### config.mk
export PLATFORM = sky130hd
export DESIGN_NAME = id_ex_stage
export DESIGN_NICKNAME = d
export VERILOG_FILES = /design/src/rtl/id_ex_stage.sv
export SDC_FILE = /design/constraint.sdc
export NUM_CORES = 1
export LEC_CHECK = 0
export ABC_CLOCK_PERIOD_IN_PS = 2550
export CORE_MARGIN = 5
export CORE_UTILIZATION = 50
export CTS_BUF_LIST = sky130_fd_sc_hd__clkbuf_8
export DETAILED_ROUTE_END_ITERATION = 10
export DONT_BUFFER_PORTS = 1
export PLACE_DENSITY = 0.74
export SYNTH_ARGS = -nofsm -noshare
export SYNTH_HDL_FRONTEND = slang
export SYNTH_SLANG_ARGS = --single-unit
### constraint.sdc
create_clock -name clk -period 2.55 [get_ports clk]
set_clock_uncertainty 0.2 [all_clocks]
set_input_delay 0.3825 -clock clk [delete_from_list [all_inputs] [get_ports clk]]
set_output_delay 0.3825 -clock clk [all_outputs]
set_load 0.02 [all_outputs]
### src/rtl/id_ex_stage.sv
// ID/EX pipeline register with ALU-op decode at capture and EX-side operand forwarding.
// Latency ID->EX one cycle; stall holds all state, flush loads a bubble.
module id_ex_stage #(
    parameter int DW = 32,
    parameter int RW = 5
) (
    input  logic          clk,
    input  logic          rst,
    input  logic          stall,
    input  logic          flush,
    input  logic          id_valid,
    input  logic [5:0]    id_opcode,
    input  logic [5:0]    id_funct,
    input  logic [RW-1:0] id_rs,
    input  logic [RW-1:0] id_rt,
    input  logic [RW-1:0] id_rd,
    input  logic [DW-1:0] id_rs_data,
    input  logic [DW-1:0] id_rt_data,
    input  logic [15:0]   id_imm,
    input  logic          exmem_regwrite,
    input  logic [RW-1:0] exmem_rd,
    input  logic [DW-1:0] exmem_result,
    input  logic          memwb_regwrite,
    input  logic [RW-1:0] memwb_rd,
    input  logic [DW-1:0] memwb_result,
    output logic          ex_valid,
    output logic [DW-1:0] alu_in1,
    output logic [DW-1:0] alu_in2,
    output logic [2:0]    alu_op,
    output logic [RW-1:0] ex_dest,
    output logic          ex_regwrite,
    output logic          ex_memread,
    output logic          ex_memwrite,
    output logic          ex_branch,
    output logic [DW-1:0] ex_store_data,
    output logic          load_use_stall
);

    localparam logic [5:0] OP_R    = 6'h00;
    localparam logic [5:0] OP_BEQ  = 6'h04;
    localparam logic [5:0] OP_ADDI = 6'h08;
    localparam logic [5:0] OP_SLTI = 6'h0A;
    localparam logic [5:0] OP_ANDI = 6'h0C;
    localparam logic [5:0] OP_ORI  = 6'h0D;
    localparam logic [5:0] OP_LW   = 6'h23;
    localparam logic [5:0] OP_SW   = 6'h2B;

    typedef enum logic [2:0] {
        ALU_ADD = 3'd0,
        ALU_SUB = 3'd1,
        ALU_AND = 3'd2,
        ALU_OR  = 3'd3,
        ALU_SLT = 3'd4,
        ALU_NOR = 3'd5
    } alu_op_t;

    typedef struct packed {
        logic          valid;
        alu_op_t       op;
        logic          regwrite;
        logic          memread;
        logic          memwrite;
        logic          branch;
        logic          use_imm;
        logic [RW-1:0] dest;
        logic [RW-1:0] rs;
        logic [RW-1:0] rt;
        logic [DW-1:0] rs_data;
        logic [DW-1:0] rt_data;
        logic [DW-1:0] imm;
    } ex_t;

    ex_t     q;
    ex_t     d;
    logic    d_known;
    logic    d_writes;
    logic    d_zext;
    logic    d_dest_rd;
    logic    d_no_dest;

    always_comb begin
        d_known   = 1'b1;
        d_writes  = 1'b0;
        d_zext    = 1'b0;
        d_dest_rd = 1'b0;
        d_no_dest = 1'b0;
        d         = '0;
        unique case (id_opcode)
            OP_R: begin
                d_dest_rd = 1'b1;
                d_writes  = 1'b1;
                case (id_funct)
                    6'h20, 6'h21: d.op = ALU_ADD;
                    6'h22, 6'h23: d.op = ALU_SUB;
                    6'h24:        d.op = ALU_AND;
                    6'h25:        d.op = ALU_OR;
                    6'h27:        d.op = ALU_NOR;
                    6'h2A:        d.op = ALU_SLT;
                    default: begin
                        d.op     = ALU_ADD;
                        d_writes = 1'b0;
                    end
                endcase
            end
            OP_ADDI: begin d.op = ALU_ADD; d.use_imm = 1'b1; d_writes = 1'b1; end
            OP_SLTI: begin d.op = ALU_SLT; d.use_imm = 1'b1; d_writes = 1'b1; end
            OP_ANDI: begin d.op = ALU_AND; d.use_imm = 1'b1; d_writes = 1'b1; d_zext = 1'b1; end
            OP_ORI:  begin d.op = ALU_OR;  d.use_imm = 1'b1; d_writes = 1'b1; d_zext = 1'b1; end
            OP_LW:   begin d.op = ALU_ADD; d.use_imm = 1'b1; d_writes = 1'b1; d.memread = 1'b1; end
            OP_SW:   begin d.op = ALU_ADD; d.use_imm = 1'b1; d.memwrite = 1'b1; d_no_dest = 1'b1; end
            OP_BEQ:  begin d.op = ALU_SUB; d.branch = 1'b1; d_no_dest = 1'b1; end
            default: d_known = 1'b0;
        endcase
        d.valid    = 1'b1;
        d.dest     = d_no_dest ? '0 : (d_dest_rd ? id_rd : id_rt);
        d.regwrite = d_writes && (d.dest != '0);
        d.rs       = id_rs;
        d.rt       = id_rt;
        d.rs_data  = id_rs_data;
        d.rt_data  = id_rt_data;
        d.imm      = d_zext ? {{(DW-16){1'b0}}, id_imm} : {{(DW-16){id_imm[15]}}, id_imm};
    end

    // Invalid or undecodable instructions enter EX as an all-zero bubble.
    always_ff @(posedge clk) begin
        if (rst || flush) begin
            q <= '0;
        end else if (!stall) begin
            if (id_valid && d_known) q <= d;
            else                     q <= '0;
        end
    end

    function automatic logic [DW-1:0] fwd(input logic [RW-1:0] r, input logic [DW-1:0] rf);
        if (r != '0 && exmem_regwrite && exmem_rd == r)      return exmem_result;
        else if (r != '0 && memwb_regwrite && memwb_rd == r) return memwb_result;
        else                                                 return rf;
    endfunction

    logic id_uses_rt;

    assign ex_store_data = fwd(q.rt, q.rt_data);
    assign alu_in1       = fwd(q.rs, q.rs_data);
    assign alu_in2       = q.use_imm ? q.imm : ex_store_data;
    assign alu_op        = q.op;
    assign ex_valid      = q.valid;
    assign ex_dest       = q.dest;
    assign ex_regwrite   = q.regwrite;
    assign ex_memread    = q.memread;
    assign ex_memwrite   = q.memwrite;
    assign ex_branch     = q.branch;

    assign id_uses_rt     = (id_opcode == OP_R) || (id_opcode == OP_SW) || (id_opcode == OP_BEQ);
    assign load_use_stall = q.valid && q.memread && (q.dest != '0) &&
                            ((q.dest == id_rs) || ((q.dest == id_rt) && id_uses_rt));

endmodule

==> results.md <==
* Unique masters post-synth at 50
* Sink of the worst hold path: ex_memread
* Sw frac at 25.61%
* Hold Slack at 0.06288 ns
* Critical path's most frequent cell: buf_4
* Simple-Gate Fraction of Synth Area at 20.62%
* Gate power share at 14.0%
* Most common cell in the synthesized netlist: nor2_1
* Critical path class: flop to primary output
* Crit-path cells: buf_4 -> xnor2_1 -> and2_2 -> buf_6 -> and4_1 -> a211oi_2 -> buf_4 -> o31ai_2 -> buf_4
* Final Cell Area at 10,760 um2
* Part of the power in registers at 52.5%
* Reg2reg end: q[96]
* Worst-skew pair later-pin latency at 0.38 ns
* Endpoints failing hold at 0
* Max FO, Critical Path at 16
* IO Pins at 298
* YS warnings at 0
* Placed inst area at 7636 um2
* Failing checks: setup timing
* Nets@finish at 1,205
* Share of post-route cells with drive strength above 1 at 36.11%
* R2R depth at 5
* Worst Hold Depth at 3
* Largest net degree at the start of global routing at 65
* Xor/xnor share of the synthesized area at 4.403%
* Maximum Capacitance Violations at 0
* Sequential share of the synthesized area at 34.09%
* Die W at 121.1 um
* CP Capture Type: primary output
* Yosys reg bits at 105
* Detail Placement HPWL at 16.89 mm
* Slew headroom at 61.43%
* Setup WS pre-CTS at -0.1915 ns
* Synth Area in Compound Gates at 25.67%
* Number of global-route vias before repair at 8,365
* Antenna violations before repair at 2
* Syn Inst Count at 761
* HP Class: input pin to flop
* Mux contribution to synthesized area at 9.071%
* P_leak at 3.884 nW
* DR vias at 8,540
* Status: complete, but fails checks
* First-pass GRT wire length at 48.56 mm
* Pins Over Slew Limit at 0
* Drt pass-1 iters at 6
* Post-route minimum period at 3.299 ns
* Hold wc startpoint: id_opcode[3]
* H-Tree Depth at 3
* Clk pin slew, worst setup/hold paths at 0.09 ns
* Fill count at 492
* Endpoints failing setup at 96
* Post-Synth Adder-Cell Area at 0%
* Post-synth EDFFs at 0
* Async SR Flop Fraction at 0%
* Main combinational cell family by area after synthesis: compound AO/OA/AOI/OAI gates
* Dominant cell type by area after synthesis: dfxtp_1
* Synthesized area per cell at 8.102 um2
* Flop-to-flop setup slack at 0.84 ns
* # rows at 40
* Period utilization at 129.4%
* Placer Congestion at 0.9028
* Worst EP arrival at 2.72 ns
* Total Wirelength at 35.62 mm
* Pwr/cell area at 292.6 nW/um2
* Root buffer cell: clkbuf_8
* CTS tree: built
* Max Fclk at 0.3031 GHz
* Largest stage delay, worst path at 0.37 ns
* Worst slew pin tran at 0.5786 ns
* Congestion Overflow GR at 0
* Worst setup SP type: flop
* Initial Util at 51.12%
* DR WL/cell at 29.86 um
* CP max stage cell: dfxtp_1
* Area share of the largest cell type after synthesis at 34.09%
* Area Growth Syn to Fin at 74.43%
* Net switching power at 0.0008060 W
* Core ar. at 12,060 um2
* TritonCTS Buffers at 9
* Reg-to-Reg Start: q[96]
* Peak supply drop at 0.0003309 V
* Synthesized net count at 949
* Setup ws final at -0.7488 ns
* RSZ-0062 raised after global routing: yes
* Die area at 14,650 um2
* Routed Antenna Nets at 0
* Worst EP required at 1.97 ns
* Internal power at 0.002341 W
* Quantity of I/O buffers inserted on ports at 0
* Synth area leaders: dfxtp_1 34%, a22oi_1 11%, nor2_1 8.9%
* CTS Sinks at 105
* Via/cell ratio at 7.158
* Chip Height at 121.1 um
* Clock power frac at 33.5%
* Clk buf depth at 2
* First DRT Iteration DRCs at 1,387
* Mapped cell area at 6166 um2
* Top_reg_cell synth: dfxtp_1
* Top cells by count, synth: 147 x nor2_1, 105 x dfxtp_1, 93 x a22oi_1
* Global Route Usage Sum at 42.48%
* # DRC at 0
## layout make-up
type                    count  area, um2  share of cell area [%]
inverters                   2      7.507                 0.06980
repair buffers            323       3488                   32.43
clock buffers              10      137.6                   1.280
diodes                      3      7.507                 0.06980
multi-input cells         576       4740                   44.07
clock inverters             6      51.30                  0.4770
well taps                 168      210.2                   1.954
flip-flops and latches    105       2113                   19.65
## power by group through the flow
stage          clock network (W)  registers, W  logic, W
2_1_floorplan                  0       0.00169  0.000180
3_3_place_gp                   0       0.00169  0.000209
3_5_place_dp                   0       0.00169  0.000216
4_1_cts                  0.00103       0.00165  0.000395
5_1_grt                  0.00112       0.00165  0.000454
6_report                 0.00105       0.00165  0.000441
## cell usage in the layout (no fill, tap or decap), types with 10 or more instances in the layout
cell	instances
o31ai_2	17
o21ai_1	19
mux2i_2	10
dlygate4sd3_1	130
a211oi_4	11
a22oi_1	93
o31ai_4	10
nor2_1	137
buf_6	58
xnor2_1	12
buf_12	15
buf_4	102
nand2_1	24
nand4_1	19
a31oi_4	11
clkbuf_8	10
mux2i_1	27
mux2_4	14
dfxtp_1	98
and4_1	10
nor3_1	17
buf_16	15
## worst max-delay path: cells and delay by family, from the launching register on
kind	cells	cell delay (ns)
xor gates and xnor gates	1	0.30
DFF	1	0.37
and+or+nand+nor	2	0.52
AOI/OAI and AO/OA	2	0.37
buffers and inverters	4	0.75
## registers in the layout, summed over array words and instances, names as in the netlist
register     count
ex_memwrite      1
alu_op           3
q               92
ex_valid         1
ex_branch        1
ex_memread       1
ex_regwrite      1
ex_dest          5
## logic make-up after synthesis
logic type | Yosys count
AOI/OAI and AO/OA | 222
muxes | 54
DFF | 105
and+or+nand+nor | 268
xor gates and xnor gates | 31
buffers and inverters | 81
## routing by layer
layer / track usage, % / vias up / part of all wire (%)
met5: 0 / - / 0
met4: 31.23 / 0 / 10
met3: 13.15 / 338 / 13
met2: 70.27 / 927 / 45
met1: 45.48 / 3936 / 31
li1: - / 3339 / -
## how the worst max path moves through the flow
stage                      startpoint           endpoint  slack (ns)  cells after the start
after global routing            q[96]  ex_store_data[25]       -0.83                      8
after floorplan                 q[96]        alu_in2[10]       -0.06                      6
after global placement    exmem_rd[3]        alu_in2[27]       -0.12                      7
final                           q[98]        alu_in2[31]       -0.75                      9
after CTS                       q[96]        alu_in2[27]       -0.53                      7
after detailed placement  exmem_rd[3]        alu_in2[23]       -0.19                      7
## per-stage QoR
stage / std cells / total power [W] / util, % / TNS, ns
floorplan: 761 / 0.001868 / - / -0.2101
global placement: 988 / 0.001898 / 63.31 / -2.624
detailed placement: 988 / 0.001905 / 63.31 / -4.517
CTS: 1178 / 0.003076 / 85.28 / -40.00
global route: 1192 / 0.003227 / 89.15 / -52.72
finish: 1193 / 0.003147 / 89.17 / -47.63
## what timing repair did
action                     in CTS  in global routing
hold endpoints to repair      105                  0
setup endpoints to repair      96                 97
pin swaps                      43                 38
cloned                         16                  0
hold buffers                  131                  0
resized for setup             164                 89
setup buffers                  27                 17
Note: power is estimated with default switching activity, not from simulation.
